===== src/rtl/tick_divider.sv =====
// Multi-channel programmable tick divider: each channel emits a one-cycle tick and a
// square wave every act+1 enabled cycles, with shadowed divisor updates applied on wrap.
module tick_divider #(
   parameter int unsigned         WIDTH       = 23,
   parameter int unsigned         NCH         = 2,
   parameter logic [WIDTH-1:0]    DEFAULT_DIV = 23'd5000000,
   parameter int unsigned         SELW        = 1
) (
   input  logic              fastclk,
   input  logic              reset,
   input  logic [NCH-1:0]    en,
   input  logic [NCH-1:0]    sclr,
   input  logic              div_we,
   input  logic [SELW-1:0]   div_sel,
   input  logic [WIDTH-1:0]  div_val,
   output logic [NCH-1:0]    tick,
   output logic [NCH-1:0]    sq
);

   logic [WIDTH-1:0] cnt_q [NCH];
   logic [WIDTH-1:0] cnt_d [NCH];
   logic [WIDTH-1:0] act_q [NCH];
   logic [WIDTH-1:0] act_d [NCH];
   logic [WIDTH-1:0] shd_q [NCH];
   logic [WIDTH-1:0] shd_d [NCH];
   logic [NCH-1:0]   sq_q;
   logic [NCH-1:0]   sq_d;

   always_comb begin
      logic wr;
      for (int ch = 0; ch < NCH; ch++) begin
         cnt_d[ch] = cnt_q[ch];
         act_d[ch] = act_q[ch];
         shd_d[ch] = shd_q[ch];
         sq_d[ch]  = sq_q[ch];
         // div_sel values beyond the last channel never match, so such writes vanish.
         wr = div_we && (div_sel == SELW'(ch));
         if (wr) begin
            shd_d[ch] = div_val;
         end
         if (sclr[ch]) begin
            cnt_d[ch] = '0;
            sq_d[ch]  = 1'b0;
            act_d[ch] = wr ? div_val : shd_q[ch];
         end else if (en[ch]) begin
            if (cnt_q[ch] == act_q[ch]) begin
               // Wrap edge: a coincident write bypasses the shadow straight into act.
               cnt_d[ch] = '0;
               sq_d[ch]  = ~sq_q[ch];
               act_d[ch] = wr ? div_val : shd_q[ch];
            end else begin
               cnt_d[ch] = cnt_q[ch] + WIDTH'(1);
            end
         end
      end
   end

   always_ff @(posedge fastclk or posedge reset) begin
      if (reset) begin
         for (int ch = 0; ch < NCH; ch++) begin
            cnt_q[ch] <= '0;
            act_q[ch] <= DEFAULT_DIV;
            shd_q[ch] <= DEFAULT_DIV;
         end
         sq_q <= '0;
      end else begin
         for (int ch = 0; ch < NCH; ch++) begin
            cnt_q[ch] <= cnt_d[ch];
            act_q[ch] <= act_d[ch];
            shd_q[ch] <= shd_d[ch];
         end
         sq_q <= sq_d;
      end
   end

   always_comb begin
      for (int ch = 0; ch < NCH; ch++) begin
         tick[ch] = !reset && en[ch] && !sclr[ch] && (cnt_q[ch] == '0);
      end
   end

   assign sq = sq_q;

endmodule


===== config.mk =====
export PLATFORM = sky130hd
export DESIGN_NAME = tick_divider
export DESIGN_NICKNAME = d
export VERILOG_FILES = /design/src/rtl/tick_divider.sv
export SDC_FILE = /design/constraint.sdc
export NUM_CORES = 1
export LEC_CHECK = 0
export CAP_MARGIN = 20
export CELL_PAD_IN_SITES_DETAIL_PLACEMENT = 0
export CELL_PAD_IN_SITES_GLOBAL_PLACEMENT = 1
export CORE_MARGIN = 5
export CORE_UTILIZATION = 49
export CTS_CLUSTER_SIZE = 30
export DETAILED_ROUTE_END_ITERATION = 8
export GPL_ROUTABILITY_DRIVEN = 0
export GPL_TIMING_DRIVEN = 0
export PLACE_DENSITY_LB_ADDON = 0.1
export SYNTH_ARGS = -nofsm -noshare
export SYNTH_HDL_FRONTEND = slang
export SYNTH_SLANG_ARGS = --single-unit
export TNS_END_PERCENT = 1

===== constraint.sdc =====
create_clock -name fastclk -period 5.4 [get_ports fastclk]
set_input_delay 0.81 -clock fastclk [delete_from_list [all_inputs] [get_ports fastclk]]
set_output_delay 0.81 -clock fastclk [all_outputs]
set_load 0.02 [all_outputs]

==> out/results.txt <==
NumNets Final: 626
Post-synth ARST share: 1.000
final WL: 13240 um
Crit path arrival time: 2700 ps
PwrDens: 360.4 nW/um2
clock-pin transition on the worst setup and hold timing paths: 60 ps
Tmin final: 3513 ps
Detail Route Antenna Nets: 0
Final TNS setup: 0 ps
vias per inst: 5.204
post-synthesis sequential area ratio: 0.5345
Setup Viol. Count Final: 0
status: completed
DIE AREA: 15950 um2
Pwr Total: 2.828 mW
synth warn: 0
power share of the combinational group: 0.118
pre-CTS setup slack: 1875 ps
clock power share: 0.434
final std cells w/o fill: 780
row cnt: 42
port buffer count: 34
root buf cell: clkbuf_16
Skew-Pair Late Insertion Delay: 420 ps
Worst slew margin: 0.5917
Initial Util: 0.5006
Hold Crit Class: reg2reg
Post-CTS Resized: 0
area grow syn2layout: 18.37%
f_max: 284.7 MHz
grt ovf: 0
transition time of the tightest slew-check pin: 606.8 ps
maximum vdd drop: 0.0002345 V
Int Pwr: 2.185 mW
DIE WIDTH: 126.3 um
Cells after DPL: 748
post-synthesis register bit count: 140
htree depth: 4
worst setup margin: 1887 ps
total CTS buffers: 17
Iter 0 DRT Violations: 191
vias in the first global route: 4222
Post-synth EDFFs: 0
unrepaired setup endpoints after global routing: false
io pins: 35
first-pass detailed-route iteration total: 5
# Post-CTS Setup Buffers: 0
crit end category: primary output
initial antenna violation count: 0
Max Cap Viol: 0
ys flop type: dfrtp_1
Slowest cell on crit path: clkdlybuf4s50_1
final-report hold violation count: 0
worst-path cell chain: clkdlybuf4s50_1 -> clkbuf_1 -> nor2b_1 -> nand4_1 -> nor2_1 -> clkdlybuf4s50_1
global-route wire length before repair: 21990 um
post-detail-place hpwl: 9654 um
DR DRC count: 0
Die Y: 126.3 um
syn avg cell area: 12.34 um2
DR WL/cell: 16.98 um
part of the power in registers: 0.448
Final Max Slew Viols: 0
fin crit share: 0.6505
Syn Inst Count: 537
Synth Net Count: 572
crit-path max FO: 10
antenna diode count: 0
CTS tree: yes
clk_skew: 10.70 ps
Static Leak: 3.283 nW
Synth cell types: 41
largest net degree at the start of global routing: 76
most common cell after layout, fill and taps aside: dfrtp_1
most frequent CP cell: clkdlybuf4s50_1
Global Route Usage Sum: 0.1763
Sink Count: 140
Critical Path RT: 4590 ps
post-synthesis cell area: 6629 um2
core box area: 13240 um2
Hold Buf Count CTS: 0
startpoint types: primary input
share of layout cells above drive strength 1: 0.2682
commonest cells after routing, fill and taps aside: 108 x dfrtp_1, 57 x nor2_1, 54 x mux2_2, 54 x xnor2_1, 34 x clkdlybuf4s50_1
kind of critical path: in2out
vias post-DR: 4059
Switching Power: 642.4 uW
clk buf depth: 2
max incr delay on CP: 610 ps
switching share of power: 0.2272
-- kinds of logic after synthesis --
group,after synthesis,synth area share
AO/OA/AOI/OAI,13,0.01264
multiplexers,92,0.1676
AND/OR/NAND/NOR,172,0.1310
flip-flops,140,0.5345
adder cells (fa/ha/maj),4,0.007550
buffers and inverters,30,0.03303
XOR/XNOR,86,0.1136
-- final cells by class --
| type | instances | area, um2 |
|---|---|---|
| fill | 1124 | 5396 |
| clock buffer | 19 | 452.9 |
| buffer | 23 | 192.7 |
| clock inverter | 13 | 171.4 |
| inverter | 7 | 31.28 |
| multi-input combinational | 367 | 2867 |
| timing repair buffer | 35 | 367.9 |
| tap | 176 | 220.2 |
| sequential | 140 | 3543 |
-- final timing paths --
path,startpoint,endpoint,slack [ps],cells after the start
setup reg to reg,cnt_q[21],act_q[5],2860,8
setup / recovery,en[0],tick[0],1890,6
hold / removal,shd_q[12],shd_q[12],490,1
min in group asynchronous,reset,cnt_q[22],1030,2
max in group asynchronous,reset,shd_q[14],3530,3
hold reg to reg,shd_q[12],shd_q[12],490,1
-- synth_stat cells (3+ instances only) --
cell type / number / area [um2]
dfrtp_1: 108 / 2703
buf_6: 5 / 56.30
nor3_1: 5 / 25.02
mux2_1: 18 / 202.7
inv_1: 7 / 26.28
ha_1: 4 / 50.05
and3_1: 9 / 56.30
nand2_1: 24 / 90.09
xor2_1: 32 / 280.3
nand4_1: 18 / 112.6
nor4_1: 12 / 75.07
nor2_1: 57 / 214.0
buf_1: 3 / 11.26
nor2b_1: 4 / 25.02
a21oi_1: 3 / 15.01
mux2_2: 54 / 608.1
dfstp_2: 32 / 840.8
buf_2: 3 / 15.01
clkbuf_1: 4 / 15.01
and2_1: 4 / 25.02
nand2b_1: 8 / 50.05
mux2_4: 20 / 300.3
xnor2_1: 54 / 473.0
nand3_1: 21 / 105.1
-- layer usage --
layer,track usage,wire (um)
met2,0.3061,6896
met1,0.2149,5787
met3,0.04245,329
met4,0.06309,228
met5,0,0
-- per-stage QoR --
step	utilization	instance area, um2	hold WS (ps)
detailed placement	0.5454	7222	482.4
CTS	0.5925	7846	495.8
global placement	0.5429	7189	476.9
finish	0.5925	7846	492.2
global route	0.5925	7846	510.2
floorplan	-	6629	466.7
-- sequential cells by signal, indices dropped and copies added (netlist names) --
register / flops
shd_q: 46
act_q: 46
sq: 2
cnt_q: 46
-- critical path, delay by kind of cell --
kind,cells,cell delay (ps)
buffers and inverters,3,1410
and+or+nand+nor,3,470
-- power groups by stage --
stage | sequential, mW | combinational, mW | clock (mW)
final | 1.27 | 0.334 | 1.23
after global placement | 1.28 | 0.329 | 0
after global routing | 1.28 | 0.367 | 1.29
after floorplan | 1.26 | 0.252 | 0
after CTS | 1.27 | 0.343 | 1.25
after detailed placement | 1.29 | 0.341 | 0
No activity file was read; power rests on OpenSTA's default activity.
